[src/rtl/enc_input_cond_if.sv]
// Pin-side signal bundle for the rotary-encoder input conditioner.
//
// Carries the three raw board pins and the cleaned levels/pulses.
//   master : board/bench side, drives the raw pins, observes the results
//   slave  : the conditioner, samples the raw pins, drives the results
//
// Signals:
//   s1_raw, s2_raw   encoder channels A/B, idle high, asynchronous
//   key_n_raw        push-button, active low, asynchronous
//   s1_db, s2_db     debounced channels A/B
//   key_level        debounced key, 1 = pressed
//   key_press        one-cycle pulse on debounced press
//   key_release      one-cycle pulse on debounced release
//   key_long         one-cycle long-press pulse (0 unless LONG_PRESS_EN)
interface enc_input_cond_if;
  logic s1_raw;
  logic s2_raw;
  logic key_n_raw;
  logic s1_db;
  logic s2_db;
  logic key_level;
  logic key_press;
  logic key_release;
  logic key_long;

  modport master (
    output s1_raw, s2_raw, key_n_raw,
    input  s1_db, s2_db, key_level, key_press, key_release, key_long
  );

  modport slave (
    input  s1_raw, s2_raw, key_n_raw,
    output s1_db, s2_db, key_level, key_press, key_release, key_long
  );
endinterface

[src/rtl/enc_input_cond.sv]
// Input conditioner between the board pins and the rotary-encoder decoder.
//
// Each of s1/s2/key_n goes through a two-flop synchroniser and an
// independent debounce counter. The debounced key drives a small FSM that
// turns level changes into one-cycle press/release pulses.
//
// Optional feature macro: LONG_PRESS_EN
//   defined   : hold counter, K_HELD state and the key_long pulse exist
//   undefined : FSM has only K_UP/K_DOWN and key_long is constant 0
//
// Parameters:
//   DEB_CYCLES  cycles a synchronised input must hold a new value (>= 1)
//   LONG_CYCLES key hold time for a long press (LONG_PRESS_EN only)
//
// Ports:
//   clk   system clock
//   rst   asynchronous, active-high reset
//   pins  enc_input_cond_if.slave bundle (raw pins in, clean signals out)
module enc_input_cond #(
  parameter int unsigned DEB_CYCLES  = 50000,
  parameter int unsigned LONG_CYCLES = 50000000
) (
  input logic            clk,
  input logic            rst,
  enc_input_cond_if.slave pins
);

  localparam int unsigned DW = $clog2(DEB_CYCLES + 1);
  // The toggle happens on the edge where the counter would reach
  // DEB_CYCLES, so the stored count never exceeds DEB_CYCLES-1.
  localparam logic [DW-1:0] DEB_LAST = DW'(DEB_CYCLES - 1);

  // Channel order: [0] = s1, [1] = s2, [2] = key_n.
  logic [2:0]    raw_in;
  logic [2:0]    sync1_q, sync1_d;
  logic [2:0]    sync2_q, sync2_d;
  logic [2:0]    stable_q, stable_d;
  logic [DW-1:0] cnt_q [3];
  logic [DW-1:0] cnt_d [3];
  logic          key_level;

  assign raw_in = {pins.key_n_raw, pins.s2_raw, pins.s1_raw};

  // Synchroniser stages are straight copies; the debounce counter of a
  // channel runs only while its synchronised value disagrees with the
  // stable value and is cleared by any agreeing cycle.
  always_comb begin
    sync1_d  = raw_in;
    sync2_d  = sync1_q;
    stable_d = stable_q;
    for (int i = 0; i < 3; i++) begin
      cnt_d[i] = '0;
      if (sync2_q[i] != stable_q[i]) begin
        if (cnt_q[i] == DEB_LAST) begin
          stable_d[i] = ~stable_q[i];
        end else begin
          cnt_d[i] = cnt_q[i] + 1'b1;
        end
      end
    end
  end

  // Pins idle high, so the sync chain and stable values reset to 1.
  always_ff @(posedge clk or posedge rst) begin
    if (rst) begin
      sync1_q  <= 3'b111;
      sync2_q  <= 3'b111;
      stable_q <= 3'b111;
      for (int i = 0; i < 3; i++) begin
        cnt_q[i] <= '0;
      end
    end else begin
      sync1_q  <= sync1_d;
      sync2_q  <= sync2_d;
      stable_q <= stable_d;
      for (int i = 0; i < 3; i++) begin
        cnt_q[i] <= cnt_d[i];
      end
    end
  end

  assign key_level = ~stable_q[2];

  // ---------------------------------------------------------------------
  // Key event FSM
  // ---------------------------------------------------------------------
`ifdef LONG_PRESS_EN
  typedef enum logic [1:0] {
    K_UP   = 2'd0,
    K_DOWN = 2'd1,
    K_HELD = 2'd2
  } key_state_e;

  localparam int unsigned HW = $clog2(LONG_CYCLES + 1);
  localparam logic [HW-1:0] HOLD_MAX = HW'(LONG_CYCLES);

  logic [HW-1:0] hold_q, hold_d;
`else
  typedef enum logic [1:0] {
    K_UP   = 2'd0,
    K_DOWN = 2'd1
  } key_state_e;
`endif

  key_state_e state_q, state_d;
  logic       press_q, press_d;
  logic       release_q, release_d;
`ifdef LONG_PRESS_EN
  logic       long_q, long_d;
`endif

  // Pulses are registered, so they appear the cycle after key_level moves.
  // Each state only ever raises one kind of pulse, so press and release
  // can never coincide. Any unused encoding falls back to K_UP.
  always_comb begin
    state_d   = state_q;
    press_d   = 1'b0;
    release_d = 1'b0;
`ifdef LONG_PRESS_EN
    long_d    = 1'b0;
    hold_d    = hold_q;
`endif
    case (state_q)
      K_UP: begin
`ifdef LONG_PRESS_EN
        hold_d = '0;
`endif
        if (key_level) begin
          press_d = 1'b1;
          state_d = K_DOWN;
        end
      end
      K_DOWN: begin
        if (!key_level) begin
          release_d = 1'b1;
          state_d   = K_UP;
`ifdef LONG_PRESS_EN
          hold_d    = '0;
`endif
        end
`ifdef LONG_PRESS_EN
        else begin
          // Saturating hold count; the long press fires on the cycle
          // the count reaches LONG_CYCLES.
          if (hold_q != HOLD_MAX) begin
            hold_d = hold_q + 1'b1;
          end
          if (hold_d == HOLD_MAX) begin
            long_d  = 1'b1;
            state_d = K_HELD;
          end
        end
`endif
      end
`ifdef LONG_PRESS_EN
      K_HELD: begin
        if (!key_level) begin
          release_d = 1'b1;
          state_d   = K_UP;
          hold_d    = '0;
        end
      end
`endif
      default: begin
        state_d = K_UP;
`ifdef LONG_PRESS_EN
        hold_d  = '0;
`endif
      end
    endcase
  end

  always_ff @(posedge clk or posedge rst) begin
    if (rst) begin
      state_q   <= K_UP;
      press_q   <= 1'b0;
      release_q <= 1'b0;
`ifdef LONG_PRESS_EN
      long_q    <= 1'b0;
      hold_q    <= '0;
`endif
    end else begin
      state_q   <= state_d;
      press_q   <= press_d;
      release_q <= release_d;
`ifdef LONG_PRESS_EN
      long_q    <= long_d;
      hold_q    <= hold_d;
`endif
    end
  end

  assign pins.s1_db       = stable_q[0];
  assign pins.s2_db       = stable_q[1];
  assign pins.key_level   = key_level;
  assign pins.key_press   = press_q;
  assign pins.key_release = release_q;
`ifdef LONG_PRESS_EN
  assign pins.key_long    = long_q;
`else
  // LONG_CYCLES has no effect in this build; the expression is constant 0.
  assign pins.key_long    = 1'b0 & (LONG_CYCLES != 0);
`endif

endmodule

[src/flat_wrapper.sv]
// flat-port wrapper written by rule: the top's interface ports become plain ports
module enc_input_cond_flat 
#(
  parameter int unsigned DEB_CYCLES  = 50000,
  parameter int unsigned LONG_CYCLES = 50000000
)
  (clk, rst, pins_s1_raw, pins_s2_raw, pins_key_n_raw, pins_s1_db, pins_s2_db, pins_key_level, pins_key_press, pins_key_release, pins_key_long);
  enc_input_cond_if pins_i ();
  input logic clk;
  input logic rst;
  input wire logic [$bits(pins_i.s1_raw)-1:0] pins_s1_raw;
  input wire logic [$bits(pins_i.s2_raw)-1:0] pins_s2_raw;
  input wire logic [$bits(pins_i.key_n_raw)-1:0] pins_key_n_raw;
  output wire logic [$bits(pins_i.s1_db)-1:0] pins_s1_db;
  output wire logic [$bits(pins_i.s2_db)-1:0] pins_s2_db;
  output wire logic [$bits(pins_i.key_level)-1:0] pins_key_level;
  output wire logic [$bits(pins_i.key_press)-1:0] pins_key_press;
  output wire logic [$bits(pins_i.key_release)-1:0] pins_key_release;
  output wire logic [$bits(pins_i.key_long)-1:0] pins_key_long;
  assign pins_i.s1_raw = pins_s1_raw;
  assign pins_i.s2_raw = pins_s2_raw;
  assign pins_i.key_n_raw = pins_key_n_raw;
  assign pins_s1_db = pins_i.s1_db;
  assign pins_s2_db = pins_i.s2_db;
  assign pins_key_level = pins_i.key_level;
  assign pins_key_press = pins_i.key_press;
  assign pins_key_release = pins_i.key_release;
  assign pins_key_long = pins_i.key_long;
  enc_input_cond #(.DEB_CYCLES(DEB_CYCLES), .LONG_CYCLES(LONG_CYCLES)) u_core (.clk(clk), .rst(rst), .pins(pins_i));
endmodule
[config.mk]
export PLATFORM = sky130hd
export DESIGN_NAME = enc_input_cond_flat
export DESIGN_NICKNAME = d
export VERILOG_FILES = /design/src/rtl/enc_input_cond_if.sv /design/src/rtl/enc_input_cond.sv /design/src/flat_wrapper.sv
export SDC_FILE = /design/constraint.sdc
export NUM_CORES = 1
export LEC_CHECK = 0
export ABC_AREA = 1
export ABC_CLOCK_PERIOD_IN_PS = 1500
export BUFFER_PORTS_ARGS = -buffer_cell sky130_fd_sc_hd__buf_2
export CORE_ASPECT_RATIO = 0.6
export CORE_MARGIN = 5
export CORE_UTILIZATION = 45
export CTS_CLUSTER_DIAMETER = 150
export DETAILED_ROUTE_END_ITERATION = 12
export PLACE_DENSITY = 0.68
export SLEW_MARGIN = 0
export SYNTH_ARGS = -nofsm -noshare
export SYNTH_HDL_FRONTEND = slang
export SYNTH_SLANG_ARGS = --single-unit
[constraint.sdc]
create_clock -name clk -period 1.5 [get_ports clk]
set_input_delay 0.075 -clock clk [delete_from_list [all_inputs] [get_ports clk]]
set_output_delay 0.075 -clock clk [all_outputs]
set_load 0.02 [all_outputs]
==> results of run 1 <==
## tightest hold or removal path, cell delays in order
cell	delay (ps)
dlygate4sd3_1	530
buf_2	130
clkinvlp_4	220
## layer usage
layer  global-route usage, %  share of wire [%]
met5                       0                  0
met4                    6.49                1.7
met3                    4.73                6.4
met2                    21.6                 39
met1                    23.5                 53
## cells by family after synthesis
| group | after synthesis |
|---|---|
| xor+xnor | 20 |
| buf+inv | 50 |
| other cells | 1 |
| simple gates | 236 |
| flops | 60 |
| fa+ha+maj | 5 |
| compound gates | 19 |
## final cells by class
cell class,instances,share of cell area [%]
clock inverter,4,0.680
timing repair buffer,16,3.26
tap,87,2.96
sequential,60,41.1
clock buffer,12,6.97
multi-input combinational,281,39.9
inverter,49,5.10
## power breakdown
| group | internal, mW | switching [mW] |
|---|---|---|
| clock | 1.20 | 0.702 |
| combinational | 0.0489 | 0.0836 |
| sequential | 1.66 | 0.0271 |
## cells in the mapped netlist, drive strengths merged
master / count
nor3b: 3
dfstp: 9
inv: 49
o21ai: 4
nand4: 9
nand3: 35
a21o: 1
conb: 1
o21bai: 3
nand3b: 1
dfrtp: 51
nand2: 84
ha: 5
a21oi: 8
nor3: 5
xnor2: 7
buf: 1
a31oi: 3
xor2: 13
nor2: 99
## stage by stage
stage	hold slack, ps	utilization, %	total power, mW
finish	248	54.7	3.72
global route	278	54.7	3.89
CTS	233	54.1	3.79
detailed placement	47.0	49.3	1.83
global placement	43.9	49.3	1.83
floorplan	79.5	-	1.79
## registers in the layout, indices dropped and copies added, names as in the netlist
register	cells
u_core.cnt_q	48
u_core.pins.key_press	1
u_core.pins.key_release	1
u_core.stable_q	3
u_core.state_q	1
u_core.sync1_q	3
u_core.sync2_q	3
## worst paths after layout
| kind | endpoint | slack [ps] | cells past startpoint |
|---|---|---|---|
| max in group asynchronous | u_core.stable_q[0] | 730 | 4 |
| min in group clk | u_core.sync2_q[0] | 350 | 0 |
| hold reg to reg | u_core.sync2_q[0] | 350 | 0 |
| hold / removal | u_core.state_q[0] | 250 | 3 |
| setup / recovery | u_core.cnt_q[3] | 110 | 6 |
| setup reg to reg | u_core.cnt_q[3] | 110 | 6 |
## timing repair
| action | CTS | global route |
|---|---|---|
| endpoints found under the setup margin | 0 | 19 |
| hold buffers | 4 | 0 |
| gates resized for setup | 0 | 9 |
| endpoints found under the hold margin | 57 | 0 |
==> out/metrics.cfg, run 1 <==
[outcome]
status=finished clean

[global_routing]
grt_usage_pct=15.8
grt_max_degree=38
gr-total-overflow=0
antenna_found_initial=0
grt_pass1_wl_mm=10.9
grt_pass1_vias=2254

[layout]
final_common_cell=nor2_1
seqCellArea_um2=1510
multi_input_area_um2=1470
fill_cells=630
final_cell_mix=nor2_1 (91), nand2_1 (76), dfrtp_1 (51)
nets=427
diodes=0
final_cells=509
stdcell_area_um2=3680
syn_to_final_growth_pct=17.4
drive_gt1_share_pct=16.8

[logic_synthesis]
synth_mux_area_share_pct=0
yosys_warnings=0
yosysTopAreaCell=dfrtp_1
syn_inst=391
synth_area_um2=3140
yosysSeqAreaShare_pct=48.2
synth.area.top_cells=dfrtp_1 (41%), nor2_1 (11%), nand2_1 (9.2%)
synth_xor_area_share_pct=6.06
ys_ff_latch=60
ys_types=30
synth_compound_area_share_pct=3.47
synth-adder-area-share_pct=1.99
syn_avg_cell_area_um2=8.02
synth.net_count=401
synth_simple_gate_area_share_pct=34.0
synth_top_family_by_area=simple AND/OR/NAND/NOR gates
synth_top_area_share_pct=40.7

[cts]
htreeDepth=3
cts_num_sinks=60
insertion_delay_ps=330
clk_pin_slew_worst_paths_ps=50
postCtsSetupRepairBufs=0
numCtsBuffers=9
cts_tree=yes
clockRootBuffer=clkbuf_16
clock_path_buffers=2

[pwr]
leakagePower_nw=1.75
power-per-cell-area_nw_per_um2=1010
vdd_drop_max_mv=0.723

[worst_setup_path]
cpPeakStageDelay_ps=410
r2r_start=u_core.cnt_q[0]
required_ps=1710
crit_type=flop to flop
start_kind=flop
cpMaxStageDelayCell=dfrtp_1
endpoint_kind=flop
cp_max_fo=7
worstPathCellList=ha_2 > nand3_2 > nor3_4 > nand2_2 > nand2_4 > nor2_1
path_buf_inv=0
cp-startpoint=u_core.cnt_q[0]
cp_top_family=simple AND/OR/NAND/NOR gates
worstPathArrival_ps=1600

[timing]
post-route-min-period_ps=1390
period_share_pct=92.6
tns_ps=0
hold_viol=0
clock-skew-final_ps=6.80
maxSlewViolCount=0
timing.final.ws_setup_ps=111
max_freq_mhz=720
setup_viol=0

[route]
dr.pass1.iters=4
post_drt_wl_per_cell_um=12.1
viasPerCell=4.89
route.detailed.drc=0
drt_wl_total_mm=6.18
drtAntennaViolNets=0
drt-initial-drc-count=175
vias=2487

[placed_design]
gp_congestion=0.908
place_area_um2=3320
dp.cells=489
dp_slack_ps=52.9
portBuffers=9
dp_hpwl_mm=4.59

[floorplan]
dieWidth_um=118
rows=23
die_area_um2=8800
io_pins=11
start_util_pct=46.6
core-area_um2=6730
chipHeight_um=74.7

[hold_path]
hp-class=input pin to asynchronous set/reset pin

[flow_run]
maxCapViolations=0

No activity file was read; power rests on OpenSTA's default activity.
==> run 2: changes to the inputs <==
RECOVER_POWER = 50   (was unset)
==> run 2 against run 1 <==
Net effect:
- power decreased by 0.14%
- non-clock buffer count unchanged
- flip-flop and latch count is the same
- die area unchanged
- routed wire length increased by 0.18%
- combinational power shrank 5%
- sequential power is essentially flat
- sequential share of layout area increased by 0.21 points
- final cell count is the same
- via count decreased by 0.36%
- critical path type unchanged
==> out/metrics.cfg, run 2 (synthesized netlist as in run 1, its figures left out) <==
[timing]
relSlewSlack_pct=57.5
whs_ps=299  ; +51.6 ps
clock-skew-final_ps=6.77  ; -0.0313 ps
setup_viol=0  ; unchanged
worst_slew_pin_slew_ps=638
period_share_pct=92.6  ; about the same
tns_ps=0  ; unchanged
hold_viol=0  ; unchanged
timing.final.ws_setup_ps=111  ; -0.582 ps
max_freq_mhz=720  ; about the same
post-route-min-period_ps=1390  ; +0.582 ps
maxSlewViolCount=0  ; unchanged

[worst_setup_path]
worstPathCellList=ha_2 > nand3_2 > nor3_4 > nand2_2 > nand2_4 > nor2_1
path_buf_inv=0  ; unchanged
worstPathArrival_ps=1600  ; about the same
cp_top_family=simple AND/OR/NAND/NOR gates
cpPeakStageDelay_ps=410  ; about the same
required_ps=1710  ; about the same
endpoint_kind=flop
start_kind=flop
cp_max_fo=7  ; unchanged
crit_type=flop to flop
cpMaxStageDelayCell=dfrtp_1

[layout]
diodes=0  ; unchanged
syn_to_final_growth_pct=16.8
stdcell_area_um2=3660  ; -0.51%
nets=427  ; unchanged
final_cell_mix=nor2_1 (91), nand2_1 (76), dfrtp_1 (51)
largest_reg_flops=48  ; unchanged
fill_cells=635  ; +0.79%
final_common_cell=nor2_1
drive_gt1_share_pct=16.4  ; -0.47 points
final_cells=509  ; unchanged
largest-register=u_core.cnt_q

[cts]
postCtsSetupRepairBufs=0  ; unchanged
insertion_delay_ps=330  ; about the same
htreeDepth=3  ; unchanged
cts_num_sinks=60  ; unchanged
clock_path_buffers=2  ; unchanged
clk_pin_slew_worst_paths_ps=50  ; about the same
numCtsBuffers=9  ; unchanged
clockRootBuffer=clkbuf_16
cts_tree=yes

[global_routing]
grt_pass1_vias=2254  ; unchanged
grt_usage_pct=15.8  ; unchanged
antenna_found_initial=0  ; unchanged
grt_max_degree=38  ; unchanged
gr-total-overflow=0  ; unchanged
grt_pass1_wl_mm=10.9  ; unchanged

[pwr]
power-per-cell-area_nw_per_um2=1010  ; +0.37%
vdd_drop_max_mv=0.723  ; about the same
leakagePower_nw=1.74  ; -0.47%

[route]
route.detailed.drc=0  ; unchanged
drt-initial-drc-count=195  ; +11%
viasPerCell=4.87  ; -0.36%
drt_wl_total_mm=6.19  ; +0.18%
dr.pass1.iters=4  ; unchanged
vias=2478  ; -0.36%
drtAntennaViolNets=0  ; unchanged
post_drt_wl_per_cell_um=12.2  ; +0.18%

[placed_design]
portBuffers=9  ; unchanged
dp_hpwl_mm=4.59  ; unchanged
place_area_um2=3320  ; unchanged
dp.cells=489  ; unchanged
dp_slack_ps=52.9  ; unchanged
gp_congestion=0.908  ; unchanged

[floorplan]
chipHeight_um=74.7  ; unchanged
rows=23  ; unchanged
dieWidth_um=118  ; unchanged
die_area_um2=8800  ; unchanged
start_util_pct=46.6  ; unchanged
io_pins=11  ; unchanged
core-area_um2=6730  ; unchanged

[flow_run]
maxCapViolations=0  ; unchanged

[outcome]
status=finished clean

[hold_path]
hp-class=input pin to asynchronous set/reset pin

==> run 2: changes by cell type in the layout (fill, tap and decap cells not counted) <==
cell and change:
buf_4 -1, clkbuf_4 +1, dfstp_2 -1, clkinvlp_2 +1, dfstp_1 +1, clkbuf_1 +1
buf_12 -1, clkinvlp_4 -1
==> run 2: metal layers <==
metal | vias up | part of all wire [%] | track usage [%] | routed length [um]
met5 | - | 0 | 0 | 0
met4 | 0 | 1.7 | 6.49 | 107
met3 | 11 | 6.1 | 4.73 | 376
met2 | 60 | 39 | 21.6 | 2390
met1 | 1131 | 54 | 23.5 | 3320
li1 | 1276 | - | - | -
==> run 2: worst register-to-register path: cells and delay by family, from the launching register on <==
family	cells	cell delay [ps]
simple gates	5	630
flops	1	410
fa+ha+maj	1	230
==> run 2: power by group <==
part / internal (mW) / total [mW] / switching (mW)
Combinational: 0.0437 / 0.126 / 0.0824
Clock: 1.20 / 1.90 / 0.703
Sequential: 1.66 / 1.68 / 0.0274
Total: 2.90 / 3.71 / 0.813
==> run 2: final cells by class <==
type                    instances  area (um2)  share of cell area [%]
flip-flops and latches         60        1510                    41.3
multi-input cells             281        1470                    40.1
clock buffers                  12         256                    7.00
inverters                      49         185                    5.06
well taps                      87         109                    2.97
repair buffers                 16         104                    2.84
clock inverters                 4        25.0                   0.683
==> run 2: worst paths after layout <==
kind,start,endpoint,slack (ps),cells after the start
worst max-delay path,u_core.cnt_q[0],u_core.cnt_q[3],110,6
worst min-delay path,rst,u_core.state_q[0],300,3
worst max register to register,u_core.cnt_q[0],u_core.cnt_q[3],110,6
worst min register to register,u_core.sync1_q[1],u_core.sync2_q[1],360,0
max in group asynchronous,rst,u_core.cnt_q[27],300,4
min in group clk,u_core.sync1_q[1],u_core.sync2_q[1],360,0
==> run 2: metrics by stage <==
stage | power, mW | utilization, %
after floorplan | 1.79 | -
after global placement | 1.83 | 49.3
after detailed placement | 1.83 | 49.3
after CTS | 3.79 | 54.1
after global routing | 3.89 | 54.4
final | 3.71 | 54.4
==> run 2: repair_timing <==
| item | in CTS | in global routing |
|---|---|---|
| hold endpoints to repair | 57 | 0 |
| endpoints found under the setup margin | 0 | 19 |
| hold buffers | 4 | 0 |
| resized for setup | 0 | 9 |
